`src/rtl/pc_fetch_ctrl.sv`:
```
// pc_fetch_ctrl: program counter owner and instruction-fetch sequencer for a
// 5-stage MIPS pipeline with one branch delay slot. A redirect that arrives
// while the delay-slot fetch is still outstanding is parked in tgt_q (PEND)
// and applied once that fetch completes.
module pc_fetch_ctrl #(
    parameter logic [31:0] RESET_PC = 32'h0000_3000,
    parameter int          CNT_W    = 16
) (
    input  logic             clk,
    input  logic             reset,
    input  logic             stall,
    input  logic             pc_sel,
    input  logic [31:0]      bj_npc,
    input  logic             imem_ready,
    output logic             imem_req,
    output logic [31:0]      imem_addr,
    output logic [31:0]      pc,
    output logic [31:0]      pcadd4,
    output logic             ifid_en,
    output logic             ifid_bubble,
    output logic             redirect_pending,
    output logic             misalign_err,
    output logic [CNT_W-1:0] wait_cnt
);

    typedef enum logic {
        RUN  = 1'b0,
        PEND = 1'b1
    } state_t;

    state_t           state_q, state_d;
    logic [31:0]      pc_q, pc_d;
    logic [31:0]      tgt_q, tgt_d;
    logic             misalign_q, misalign_d;
    logic [CNT_W-1:0] wait_cnt_q, wait_cnt_d;

    logic             fetch_done;
    logic             acc;
    logic [31:0]      tgt_masked;

    // Saturating increment: sticks at all-ones instead of wrapping.
    function automatic logic [CNT_W-1:0] sat_inc(input logic [CNT_W-1:0] v);
        if (v == {CNT_W{1'b1}}) begin
            return v;
        end
        return v + {{(CNT_W-1){1'b0}}, 1'b1};
    endfunction

    // Word-align a redirect target by clearing the byte-offset bits.
    function automatic logic [31:0] word_align(input logic [31:0] a);
        return {a[31:2], 2'b00};
    endfunction

    // Fetch handshake, redirect acceptance and next-state selection.
    always_comb begin
        imem_req    = 1'b0;
        ifid_en     = 1'b0;
        ifid_bubble = 1'b1;
        fetch_done  = 1'b0;
        acc         = 1'b0;
        tgt_masked  = word_align(bj_npc);
        state_d     = state_q;
        pc_d        = pc_q;
        tgt_d       = tgt_q;
        misalign_d  = 1'b0;
        wait_cnt_d  = wait_cnt_q;

        if (!reset) begin
            imem_req    = !stall;
            ifid_en     = !stall;
            fetch_done  = imem_req & imem_ready;
            ifid_bubble = !stall & !fetch_done;
            // pc_sel is only honoured while running and not stalled; in PEND
            // the already-latched target takes precedence.
            acc         = pc_sel & !stall & (state_q == RUN);
            misalign_d  = acc & (bj_npc[1:0] != 2'b00);

            if (imem_req && !imem_ready) begin
                wait_cnt_d = sat_inc(wait_cnt_q);
            end

            unique case (state_q)
                RUN: begin
                    if (acc && fetch_done) begin
                        pc_d = tgt_masked;
                    end else if (acc) begin
                        // Delay-slot fetch not finished yet: park the target.
                        tgt_d   = tgt_masked;
                        state_d = PEND;
                    end else if (fetch_done) begin
                        pc_d = pc_q + 32'd4;
                    end
                end
                PEND: begin
                    if (fetch_done) begin
                        pc_d    = tgt_q;
                        state_d = RUN;
                    end
                end
                default: begin
                    state_d = RUN;
                end
            endcase
        end
    end

    // State register; reset discards any parked redirect and restarts at RESET_PC.
    always_ff @(posedge clk) begin
        if (reset) begin
            state_q    <= RUN;
            pc_q       <= RESET_PC;
            tgt_q      <= 32'd0;
            misalign_q <= 1'b0;
            wait_cnt_q <= '0;
        end else begin
            state_q    <= state_d;
            pc_q       <= pc_d;
            tgt_q      <= tgt_d;
            misalign_q <= misalign_d;
            wait_cnt_q <= wait_cnt_d;
        end
    end

    assign pc               = pc_q;
    assign imem_addr        = pc_q;
    assign pcadd4           = pc_q + 32'd4;
    assign redirect_pending = (state_q == PEND);
    assign misalign_err     = misalign_q;
    assign wait_cnt         = wait_cnt_q;

endmodule

```
`config.mk`:
```
export PLATFORM = sky130hd
export DESIGN_NAME = pc_fetch_ctrl
export DESIGN_NICKNAME = d
export VERILOG_FILES = /design/src/rtl/pc_fetch_ctrl.sv
export SDC_FILE = /design/constraint.sdc
export NUM_CORES = 1
export LEC_CHECK = 0
export ABC_AREA = 1
export BUFFER_PORTS_ARGS = -buffer_cell sky130_fd_sc_hd__buf_4
export CORE_MARGIN = 5
export CORE_UTILIZATION = 45
export CTS_CLUSTER_SIZE = 25
export DETAILED_ROUTE_END_ITERATION = 10
export GPL_TIMING_DRIVEN = 0
export PLACE_DENSITY = 0.74
export SYNTH_ARGS = -nofsm -noshare
export SYNTH_HDL_FRONTEND = slang
export SYNTH_SLANG_ARGS = --single-unit
```
`constraint.sdc`:
```
create_clock -name clk -period 1.5 [get_ports clk]
set_input_delay 0.225 -clock clk [delete_from_list [all_inputs] [get_ports clk]]
set_output_delay 0.225 -clock clk [all_outputs]
set_load 0.01 [all_outputs]
```
==> PnR_summary.wiki, run 1 <==
{| class="wikitable"
! Metric !! Value
|-
| Count of filler cells inserted in the layout || 963
|-
| Adder and majority gate portion of the synthesized area || 0.500%
|-
| Weighted congestion reported at the end of routability-driven placement || between 0.9 and 1
|-
| Number of synthesis warnings || 0
|-
| DIE WIDTH || 115 um
|-
| IR Drop Worst-Case VDD || 538 uV
|-
| Cell Area, Synth || between 5000 and 6000 um2
|-
| Clock sinks || 78
|-
| Worst setup skew after layout || a little under 10 ps
|-
| Final setup violation count || 57
|-
| Final hold violations || 0
|-
| Worst slew slack as a fraction of its limit || around 60%
|-
| Rows || 38
|-
| Compound-Gate Fraction of Synth Area || 8.55%
|-
| Core utilization of the finished layout || between 60% and 70%
|-
| Die Ht || between 100 and 150 um
|-
| Number of antenna violations at the first check in global routing || 0
|-
| #FFs+latches synth || between 70 and 80
|-
| Type of the worst setup path || reg2out
|-
| Max Fanout on Critical Path || 5
|-
| Run status || finished, violations left
|-
| Post-route standard cell area excluding fillers || 7570 um2
|-
| First-pass detailed-route iteration total || 5
|-
| Number of port buffers || 146
|-
| Worst Max-Slew Pin Slew || 581 ps
|-
| Leading cell types in the layout, fill and taps excluded || 237 x sky130_fd_sc_hd__nand2_1, 235 x sky130_fd_sc_hd__buf_4, 129 x sky130_fd_sc_hd__nor2_1
|-
| Worst slack at placement || -270 ps
|-
| Clock-pin slew reported for the worst setup and hold paths after clock tree synthesis || 80 ps
|-
| Most common flop cell mapped by yosys || sky130_fd_sc_hd__dfxtp_1
|-
| Leak pwr || 0.00386 uW
|-
| Pin count of the biggest net entering global routing || 14
|-
| Initial core utilization || 46.0%
|-
| Number of clock buffers inserted by TritonCTS || 9
|-
| Share of post-route cells with drive strength above 1 || 43.0%
|-
| Boundary Pins || about 150
|-
| Antenna diode instance count || 0
|-
| Arrival time worst endpoint || roughly 1800 ps
|-
| Kind of path behind the tightest hold check || in2reg
|-
| Worst path setup slack after routing || -475 ps
|-
| Combinational family with the most area after synthesis || simple AND/OR/NAND/NOR gates
|-
| Synthesized-area fraction occupied by and/or/nand/nor cells || 41.6%
|-
| Buffer depth of the longest clock path || 2
|-
| Aggregate global-route resource usage || 23.8%
|-
| Placement Cell Area || 6320 um2
|-
| Clk Latency, worst-skew pair || roughly 360 ps
|-
| Crit path capture type || output pin
|-
| Cell count after synthesis || 807
|-
| # H-tree levels || 3
|-
| Crit path required time || 1270 ps
|-
| Fin crit share || 132%
|-
| Violations in the final reports || negative setup slack
|-
| Detailed-route wire length || 17.1 mm
|-
| Die area || 13300 um2
|-
| RSZ-0062 raised after global routing || yes
|-
| Area share of the leading cell type in the synthesized netlist || 31.2%
|-
| Dominant cell type by area after synthesis || sky130_fd_sc_hd__dfxtp_1
|-
| Time the worst path needs with I/O delays and setup || 1970 ps
|-
| Drc violations || 0
|-
| Maximum operating frequency || 506 MHz
|-
| Nets@finish || approximately 1.1k
|-
| Post-synthesis cell type count || 34
|-
| Via count of the routed design || ~5.7k
|-
| Hold bufs inserted after CTS || 0
|-
| Growth of design area from synthesis to finish || 51.4%
|-
| Max Cap Viol || 0
|-
| Startpoint type of the worst setup path || flop
|-
| Syn_area_per_cell || 6.20 um2
|-
| Main area contributors after synthesis || sky130_fd_sc_hd__dfxtp_1 31%, sky130_fd_sc_hd__nand2_1 21%, sky130_fd_sc_hd__nor2_1 11%, sky130_fd_sc_hd__buf_4 5.7%, sky130_fd_sc_hd__o21ai_0 4.8%
|-
| Via count of the first global-routing pass || 5165
|-
| Number of enable flip-flop cells after synthesis || 0
|-
| Mux cell area share after synthesis || 0%
|-
| Area of the core || between 10000 and 15000 um2
|-
| Clock tree from TritonCTS || built
|-
| First-pass GRT wire length || approximately 25 mm
|-
| Post-detailed-placement half-perimeter wirelength || 11.9 mm
|-
| Register area share after synthesis || 31.2%
|-
| Power Dens Cells || 660 nW/um2
|-
| Fraction of registers with async set/reset || 0%
|-
| Xor and xnor area share after synthesis || under 10%
|-
| Average wire per standard cell || between 10 and 15 um
|-
| Post-detailed-route count of antenna-violating nets || 0
|-
| Total count of max-transition violations in the final report || 0
|-
| Vias per Instance || 4.83
|-
| First-iteration detailed-routing DRC count || 388
|-
| Clock tree root driver cell || sky130_fd_sc_hd__clkbuf_8
|-
| Leading cell type in the layout, fill and taps excluded || sky130_fd_sc_hd__nand2_1
|-
| GRT Residual Overflow || 0
|}
[critical path: stages, from the launching register on]
cell and delay (ps):
sky130_fd_sc_hd__dfxtp_4 380, sky130_fd_sc_hd__nand2_1 100, sky130_fd_sc_hd__nor2_4 150, sky130_fd_sc_hd__nand2_4 110
sky130_fd_sc_hd__nor2_4 170, sky130_fd_sc_hd__buf_4 160, sky130_fd_sc_hd__xor2_2 170, sky130_fd_sc_hd__buf_4 150
[registers in the layout, indices dropped and copies added (netlist names)]
signal	count
tgt_q	30
redirect_pending	1
imem_addr	30
wait_cnt	16
misalign_err	1
[cell type report]
type | count | area, um2 | area share, %
Buffer | 63 | 453 | 5.98
Timing Repair inverter | 1 | 7.51 | 0.0991
Inverter | 70 | 288 | 3.80
Multi-Input combinational cell | 601 | 3160 | 41.8
Timing Repair Buffer | 205 | 1610 | 21.3
Sequential cell | 78 | 1660 | 22.0
Clock buffer | 10 | 128 | 1.69
Tap cell | 140 | 175 | 2.31
Clock inverter | 6 | 86.3 | 1.14
[per-layer routing]
| metal | share of wire, % | vias up | global-route usage [%] |
|---|---|---|---|
| met1 | 42 | 2575 | 30.8 |
| met3 | 7.4 | 28 | 4.75 |
| met4 | 2.0 | 0 | 7.90 |
| li1 | - | 2875 | - |
| met5 | 0 | - | 0 |
| met2 | 49 | 196 | 39.8 |
[cells by family after synthesis]
family | count (synthesis)
adders and majority gates | 2
AOI/OAI and AO/OA | 80
other | 1
buffers and inverters | 133
and+or+nand+nor | 491
xor gates and xnor gates | 22
DFF | 78
[power breakdown]
group / internal, uW / switching [uW] / leakage (uW)
logic: 489 / 541 / 0.00310
clock network: 935 / 801 / 0.000106
registers: 2140 / 87.3 / 0.000659
total: 3570 / 1430 / 0.00386
[through the flow]
stage	hold WS, ps	TNS [ps]	total power (uW)	instances
6_report	97.2	-11620	4990	1174
5_1_grt	98.1	-16420	5230	1174
4_1_cts	92.1	-9730	4900	1149
3_5_place_dp	464	-9600	3130	1098
3_3_place_gp	460	-8190	3130	1098
2_1_floorplan	360	0	2760	812
[cell usage after synthesis, types with 3 or more instances]
library cell               instances
sky130_fd_sc_hd__nor2_1          146
sky130_fd_sc_hd__buf_2            15
sky130_fd_sc_hd__nor2_2            5
sky130_fd_sc_hd__clkbuf_1          8
sky130_fd_sc_hd__and2_1            5
sky130_fd_sc_hd__nand4_1           3
sky130_fd_sc_hd__nand3b_1          6
sky130_fd_sc_hd__buf_4            38
sky130_fd_sc_hd__nand3_1          24
sky130_fd_sc_hd__xor2_1           11
sky130_fd_sc_hd__o22ai_1           3
sky130_fd_sc_hd__nor2_4           11
sky130_fd_sc_hd__nand2_1         274
sky130_fd_sc_hd__nand2_2           6
sky130_fd_sc_hd__nor3_1            6
sky130_fd_sc_hd__a21oi_1          23
sky130_fd_sc_hd__inv_2             5
sky130_fd_sc_hd__inv_1            63
sky130_fd_sc_hd__xor2_2            6
sky130_fd_sc_hd__dfxtp_1          78
sky130_fd_sc_hd__xnor2_1           5
sky130_fd_sc_hd__nand2_4           4
sky130_fd_sc_hd__o21ai_0          48
[worst paths after layout]
path / startpoint / endpoint / slack (ps) / cells past startpoint
max: imem_addr[3]$_SDFFE_PP0P_ / pcadd4[11] / -470 / 7
min: bj_npc[3] / tgt_q[3]$_SDFFE_PP0P_ / 100 / 3
max reg2reg: imem_addr[5]$_SDFFE_PP0P_ / imem_addr[15]$_SDFFE_PP0P_ / -160 / 11
min reg2reg: wait_cnt[4]$_SDFFE_PP0P_ / wait_cnt[4]$_SDFFE_PP0P_ / 500 / 2
[timing repair]
action,CTS,global route
pin swaps,23,35
resized for setup,98,109
gates cloned,0,3
endpoints found under the setup margin,90,100
endpoints found under the hold margin,0,0
setup buffers,35,24
Power figures use the tool's default switching activity.
==> run 2: changes to the inputs <==
--- a/config.mk
+++ b/config.mk
@@ -7,12 +7,13 @@
 export LEC_CHECK = 0
 export ABC_AREA = 1
 export BUFFER_PORTS_ARGS = -buffer_cell sky130_fd_sc_hd__buf_4
+export CAP_MARGIN = 20
 export CORE_MARGIN = 5
-export CORE_UTILIZATION = 45
+export CORE_UTILIZATION = 47
 export CTS_CLUSTER_SIZE = 25
 export DETAILED_ROUTE_END_ITERATION = 10
 export GPL_TIMING_DRIVEN = 0
-export PLACE_DENSITY = 0.74
+export PLACE_DENSITY = 0.77
 export SYNTH_ARGS = -nofsm -noshare
 export SYNTH_HDL_FRONTEND = slang
 export SYNTH_SLANG_ARGS = --single-unit
==> PnR_summary.wiki, run 2 (synthesis results as in run 1) <==
{| class="wikitable"
! Metric !! Value
|-
| Arrival time worst endpoint || 1820 ps (+70 ps)
|-
| Antenna diode instance count || 0 (unchanged)
|-
| R2R setup slack || -280 ps (-120 ps)
|-
| Clock-pin slew reported for the worst setup and hold paths after clock tree synthesis || 90 ps (about the same)
|-
| Clock sinks || 78 (unchanged)
|-
| Number of clock buffers inserted by TritonCTS || 9 (unchanged)
|-
| Filler-free cell count of the finished design || 1170 (-0.34%)
|-
| Worst slew slack as a fraction of its limit || 57.8% (-3.3 points)
|-
| Switching power share of the total || 29.7% (+1.1 points)
|-
| Max Fanout on Critical Path || 4 (-1)
|-
| CP Capture Point || pcadd4[20]
|-
| Die area || 12800 um2 (-3.9%)
|-
| Internal power || 3580 uW (+0.48%)
|-
| Via count of the routed design || 5899 (+4.0%)
|-
| Leading cell type in the layout, fill and taps excluded || sky130_fd_sc_hd__nand2_1
|-
| Fin crit share || 136% (+4.8 points)
|-
| Endpoint of the lowest-slack register-to-register path || imem_addr[22]$_SDFFE_PP0P_
|-
| Reg2reg start || imem_addr[3]$_SDFFE_PP0P_
|-
| Crit path capture type || output pin
|-
| Met3 usage || 4.76% (+0.0074 points)
|-
| Growth of design area from synthesis to finish || 55.0%
|-
| Placement Cell Area || 6320 um2 (about the same)
|-
| First-iteration detailed-routing DRC count || 538 (+39%)
|-
| Clk Latency, worst-skew pair || 360 ps (about the same)
|-
| Final setup violation count || 67 (+18%)
|-
| Time the worst path needs with I/O delays and setup || 2050 ps (+71.3 ps)
|-
| Clock tree from TritonCTS || built
|-
| Boundary Pins || 154 (unchanged)
|-
| Vias per Instance || 5.04 (+4.3%)
|-
| Met2 demand-to-capacity share in global routing || 43.5% (+3.7 points)
|-
| Number of port buffers || 146 (unchanged)
|-
| Initial core utilization || 48.3% (+2.3 points)
|-
| Met1 Track Usage GR || 31.4% (+0.59 points)
|-
| Leading cell types in the layout, fill and taps excluded || 237 x sky130_fd_sc_hd__nand2_1, 219 x sky130_fd_sc_hd__buf_4, 129 x sky130_fd_sc_hd__nor2_1
|-
| Worst Max-Slew Pin Slew || 631 ps (+49.9 ps)
|-
| Share of post-route cells with drive strength above 1 || 45.1% (+2.0 points)
|-
| # placed instances || 1094 (-0.36%)
|-
| Rows || 37 (-2.6%)
|-
| First-pass GRT wire length || 26.1 mm (+3.0%)
|-
| Worst path setup slack after routing || -546 ps (-71.3 ps)
|-
| Buffer depth of the longest clock path || 2 (unchanged)
|-
| Violations in the final reports || negative setup slack
|-
| Number of antenna violations at the first check in global routing || 0 (unchanged)
|-
| Post-detailed-route count of antenna-violating nets || 0 (unchanged)
|-
| Pin count of the biggest net entering global routing || 15 (+1)
|-
| Power after layout || 5100 uW (+2.0%)
|-
| GR peak layer || met2
|-
| Worst r2r path cells || 14 (+3)
|-
| Register share of total power || 43.7% (-0.9 points)
|-
| Post-route standard cell area excluding fillers || 7750 um2 (+2.4%)
|-
| Clock tree root driver cell || sky130_fd_sc_hd__clkbuf_8
|-
| Worst setup skew after layout || 10.8 ps (+0.972 ps)
|-
| Crit path required time || 1270 ps (about the same)
|-
| Maximum operating frequency || 489 MHz (-3.5%)
|-
| Startpoint type of the worst setup path || flop
|-
| Kind of path behind the tightest hold check || in2reg
|-
| Post-detailed-placement half-perimeter wirelength || 11.8 mm (-0.80%)
|-
| Area of the core || 10400 um2 (-4.8%)
|-
| Detailed-route wire length || 18.4 mm (+7.7%)
|-
| Power Dens Cells || 657 nW/um2 (-0.35%)
|-
| Total count of max-transition violations in the final report || 0 (unchanged)
|-
| GRT Residual Overflow || 0 (unchanged)
|-
| Average wire per standard cell || 15.8 um (+8.1%)
|-
| RSZ-0062 raised after global routing || yes
|-
| DIE WIDTH || 113 um (-2.0%)
|-
| # H-tree levels || 3 (unchanged)
|-
| Clock Power Share || 35.4% (+0.6 points)
|-
| Relative contribution of combinational cells to total power || 20.9% (+0.3 points)
|-
| Switching power summed over all nets || 1510 uW (+5.8%)
|-
| Aggregate global-route resource usage || 25.2% (+1.4 points)
|-
| Critical Path Source || imem_addr[3]$_SDFFE_PP0P_
|-
| Type of the worst setup path || reg2out
|-
| Final hold violations || 0 (unchanged)
|-
| Tightest hold margin || 93.2 ps (-4.07 ps)
|-
| Leak pwr || 0.00398 uW (+3.0%)
|-
| Via count of the first global-routing pass || 5202 (+0.72%)
|-
| Weighted congestion reported at the end of routability-driven placement || 0.888 (-2.9%)
|-
| Max Cap Viol || 0 (unchanged)
|-
| Nets@finish || 1068 (unchanged)
|-
| Die Ht || 113 um (-2.0%)
|-
| IR Drop Worst-Case VDD || 480 uV (-11%)
|-
| First-pass detailed-route iteration total || 8 (+3)
|-
| Drc violations || 0 (unchanged)
|-
| Hold bufs inserted after CTS || 0 (unchanged)
|-
| Run status || finished, violations left
|}
-- run 2: layout make-up --
type | count | area, um2
multi-input combinational | 601 | 3260
fill | 792 | 2620
sequential | 78 | 1680
timing repair buffer | 205 | 1670
buffer | 63 | 458
inverter | 70 | 290
tap | 136 | 170
clock buffer | 10 | 128
clock inverter | 6 | 93.8
timing repair inverter | 1 | 7.51
-- run 2: how the worst min path moves through the flow --
stage,endpoint,slack [ps],cells past startpoint,from
finish,tgt_q[24]$_SDFFE_PP0P_,90,3,bj_npc[24]
global route,tgt_q[24]$_SDFFE_PP0P_,100,3,bj_npc[24]
CTS,tgt_q[24]$_SDFFE_PP0P_,90,3,bj_npc[24]
detailed placement,tgt_q[24]$_SDFFE_PP0P_,460,3,bj_npc[24]
global placement,tgt_q[31]$_SDFFE_PP0P_,460,3,bj_npc[31]
floorplan,tgt_q[23]$_SDFFE_PP0P_,360,2,bj_npc[23]
-- run 2: metal layers --
| metal | vias to the layer above | wire (um) |
|---|---|---|
| met1 | 2641 | 7160 |
| met4 | 0 | 704 |
| met3 | 69 | 1460 |
| li1 | 2890 | - |
| met2 | 299 | 9110 |
| met5 | - | 0 |
-- run 2: per-stage QoR --
stage	util, %	setup TNS, ps	setup WS, ps
global placement	60.9	-8390	-253
global route	74.8	-19310	-589
floorplan	-	0	6.52
finish	74.8	-15120	-546
CTS	69.1	-11170	-487
detailed placement	60.9	-8880	-258
-- run 2: power groups by stage --
stage          Clock [uW]  Sequential [uW]  Combinational, uW
2_1_floorplan           0             2290                464
3_3_place_gp            0             2300                821
3_5_place_dp            0             2300                828
4_1_cts              1800             2220                925
5_1_grt              1900             2240               1150
6_report             1800             2230               1070
-- run 2: worst max-delay path, cell delays in order (launching register included) --
cell                      delay, ps
sky130_fd_sc_hd__dfxtp_4        400
sky130_fd_sc_hd__ha_4           170
sky130_fd_sc_hd__inv_4           50
sky130_fd_sc_hd__nor2_8         120
sky130_fd_sc_hd__nand3_2        200
sky130_fd_sc_hd__o21ai_0        210
sky130_fd_sc_hd__nand2_1        130
sky130_fd_sc_hd__buf_4          170
-- run 2: timing repair --
item                                    CTS  global route
resized for setup                       125           131
pin swaps                                37            56
endpoints found under the setup margin   92            97
cloned                                    2             1
setup buffers                            40            21
==> run 3: changes to the inputs <==
--- a/config.mk
+++ b/config.mk
@@ -14,6 +14,7 @@
 export DETAILED_ROUTE_END_ITERATION = 10
 export GPL_TIMING_DRIVEN = 0
 export PLACE_DENSITY = 0.77
+export RECOVER_POWER = 25
 export SYNTH_ARGS = -nofsm -noshare
 export SYNTH_HDL_FRONTEND = slang
 export SYNTH_SLANG_ARGS = --single-unit
==> PnR_summary.wiki, run 3 (synthesis results as in run 1) <==
{| class="wikitable"
! Metric !! Value
|-
| Share of post-route cells with drive strength above 1 || 44.3% (-0.77 points)
|-
| Core utilization of the finished layout || 74.5% (-0.25 points)
|-
| Violations in the final reports || negative setup slack
|-
| Worst path setup slack after routing || -552 ps (-6.45 ps)
|-
| Switching power share of the total || 29.7% (about the same)
|-
| Reg2reg start || wait_cnt[4]$_SDFFE_PP0P_
|-
| Worst r2r path cells || 9 (-5)
|-
| Internal power || 3580 uW (about the same)
|-
| Critical Path Source || imem_addr[3]$_SDFFE_PP0P_
|-
| Number of antenna violations at the first check in global routing || 0 (unchanged)
|-
| Via count of the first global-routing pass || 5202 (unchanged)
|-
| Pin count of the biggest net entering global routing || 15 (unchanged)
|-
| Boundary Pins || 154 (unchanged)
|-
| Weighted congestion reported at the end of routability-driven placement || 0.888 (unchanged)
|-
| Post-detailed-route count of antenna-violating nets || 0 (unchanged)
|-
| # H-tree levels || 3 (unchanged)
|-
| Fin crit share || 137% (+0.43 points)
|-
| CP Capture Point || pcadd4[20]
|-
| Via count of the routed design || 5899 (unchanged)
|-
| Kind of path behind the tightest hold check || in2reg
|-
| Crit path max-delay family || simple AND/OR/NAND/NOR gates
|-
| Tightest hold margin || 88.5 ps (-4.61 ps)
|-
| Startpoint type of the worst setup path || flop
|-
| Die Ht || 113 um (unchanged)
|-
| Crit path required time || 1270 ps (about the same)
|-
| R2R setup slack || -300 ps (-20 ps)
|-
| Type of the worst setup path || reg2out
|-
| Endpoint of the lowest-slack register-to-register path || wait_cnt[10]$_SDFFE_PP0P_
|-
| Time the worst path needs with I/O delays and setup || 2050 ps (+6.45 ps)
|-
| First-pass GRT wire length || 26.1 mm (unchanged)
|-
| Antenna diode instance count || 0 (unchanged)
|-
| Number of port buffers || 146 (unchanged)
|-
| Final hold violations || 0 (unchanged)
|-
| Rows || 37 (unchanged)
|-
| Clock tree from TritonCTS || built
|-
| Growth of design area from synthesis to finish || 54.4%
|-
| Vias per Instance || 5.04 (unchanged)
|-
| Arrival time worst endpoint || 1830 ps (about the same)
|-
| IR Drop Worst-Case VDD || 488 uV (+1.6%)
|-
| Leak pwr || 0.00396 uW (-0.32%)
|-
| Clock sinks || 78 (unchanged)
|-
| Total count of max-transition violations in the final report || 0 (unchanged)
|-
| Area of the core || 10400 um2 (unchanged)
|-
| Hold bufs inserted after CTS || 0 (unchanged)
|-
| Buffer depth of the longest clock path || 2 (unchanged)
|-
| Leading cell types in the layout, fill and taps excluded || 237 x sky130_fd_sc_hd__nand2_1, 217 x sky130_fd_sc_hd__buf_4, 130 x sky130_fd_sc_hd__nor2_1
|-
| Aggregate global-route resource usage || 25.2% (unchanged)
|-
| Power Dens Cells || 660 nW/um2 (+0.36%)
|-
| Relative contribution of combinational cells to total power || 20.8% (about the same)
|-
| Drc violations || 0 (unchanged)
|-
| Maximum operating frequency || 487 MHz (-0.31%)
|-
| RSZ-0062 raised after global routing || yes
|-
| GRT Residual Overflow || 0 (unchanged)
|-
| First-pass detailed-route iteration total || 6 (-2)
|-
| Nets@finish || 1068 (unchanged)
|-
| Worst Max-Slew Pin Slew || 609 ps (-21.5 ps)
|-
| Worst slack at placement || -258 ps (unchanged)
|-
| Run status || finished, violations left
|-
| Max Fanout on Critical Path || 4 (unchanged)
|-
| Clock tree root driver cell || sky130_fd_sc_hd__clkbuf_8
|-
| DIE WIDTH || 113 um (unchanged)
|-
| Number of clock buffers inserted by TritonCTS || 9 (unchanged)
|-
| Max Cap Viol || 0 (unchanged)
|-
| Clock-pin slew reported for the worst setup and hold paths after clock tree synthesis || 90 ps (about the same)
|-
| Clock Power Share || 35.4% (about the same)
|-
| Worst slew slack as a fraction of its limit || 59.2% (+1.4 points)
|-
| Average wire per standard cell || 15.7 um (-0.10%)
|-
| Detailed-route wire length || 18.4 mm (-0.10%)
|-
| Switching power summed over all nets || 1510 uW (+0.10%)
|-
| Total buffers and inverters traversed by the critical path || 2 (unchanged)
|-
| WP depth || 7 (unchanged)
|-
| First-iteration detailed-routing DRC count || 563 (+4.6%)
|-
| Cell-by-cell trace of the critical path || ha_4, inv_4, nor2_8, nand3_2, o21ai_0, nand2_1, buf_4
|-
| Worst setup skew after layout || 10.9 ps (+0.187 ps)
|-
| Initial core utilization || 48.3% (unchanged)
|-
| Post-detailed-placement half-perimeter wirelength || 11.8 mm (unchanged)
|-
| Slowest-stage cell, CP || sky130_fd_sc_hd__dfxtp_4
|-
| Stage delay of the slowest cell on the critical path || 400 ps (about the same)
|-
| Crit path capture type || output pin
|-
| Clk Latency, worst-skew pair || 370 ps (about the same)
|-
| Final setup violation count || 102 (+52%)
|-
| Leading cell type in the layout, fill and taps excluded || sky130_fd_sc_hd__nand2_1
|-
| Die area || 12800 um2 (unchanged)
|-
| Register share of total power || 43.8% (about the same)
|}
run 3: changes by cell type in the layout (fill, tap and decap cells not counted), sizes merged:
cell    change
buf         -2
clkbuf      +2
run 3: power groups by stage:
stage	logic (uW)	registers [uW]	clock network [uW]
global route	1150	2240	1900
CTS	925	2220	1800
detailed placement	828	2300	0
floorplan	464	2290	0
finish	1060	2230	1810
global placement	821	2300	0
run 3: worst min-delay path by stage:
stage / cells past startpoint / slack [ps] / startpoint / end
final: 3 / 90 / bj_npc[24] / tgt_q[24]$_SDFFE_PP0P_
after global routing: 3 / 100 / bj_npc[24] / tgt_q[24]$_SDFFE_PP0P_
after CTS: 3 / 90 / bj_npc[24] / tgt_q[24]$_SDFFE_PP0P_
after detailed placement: 3 / 460 / bj_npc[24] / tgt_q[24]$_SDFFE_PP0P_
after global placement: 3 / 460 / bj_npc[31] / tgt_q[31]$_SDFFE_PP0P_
after floorplan: 2 / 360 / bj_npc[23] / tgt_q[23]$_SDFFE_PP0P_
run 3: layer usage:
metal	up-vias	global-route usage [%]	part of all wire, %
met2	308	43.5	49
met4	0	8.49	3.9
met1	2632	31.4	38
met3	69	4.76	8.6
li1	2890	-	-
met5	-	0	0
run 3: worst register-to-register path, cell delays in order, from the launching register on:
cell and delay, ps:
sky130_fd_sc_hd__dfxtp_1 470, sky130_fd_sc_hd__nand2_2 150, sky130_fd_sc_hd__nor2_2 170, sky130_fd_sc_hd__nand2_2 100, sky130_fd_sc_hd__o21ai_4 250, sky130_fd_sc_hd__buf_12 170, sky130_fd_sc_hd__clkinv_8 80, sky130_fd_sc_hd__buf_12 150
sky130_fd_sc_hd__nand2_4 80, sky130_fd_sc_hd__a21oi_2 60
run 3: final cells by class:
cell class	count	area, um2
plain buffers	63	458
clock buffers	10	128
clock inverters	6	93.8
fillers	800	2640
inverters	70	290
multi-input cells	601	3250
flip-flops and latches	78	1670
well taps	136	170
repair buffers	205	1660
repair inverters	1	7.51
run 3: per-stage QoR:
stage / setup TNS [ps] / instance area (um2) / instances / total power, uW
after floorplan: 0 / 5050 / 812 / 2760
after global placement: -8390 / 6320 / 1094 / 3120
after detailed placement: -8880 / 6320 / 1094 / 3130
after CTS: -11170 / 7170 / 1152 / 4950
after global routing: -29630 / 7730 / 1170 / 5290
final: -21060 / 7730 / 1170 / 5100
run 3: repair_timing:
item                                    4_1_cts  5_1_grt
endpoints found under the setup margin       92       97
resized for setup                           125      131
buffers inserted                             40       21
gates cloned                                  2        1
pin swaps                                    37       56
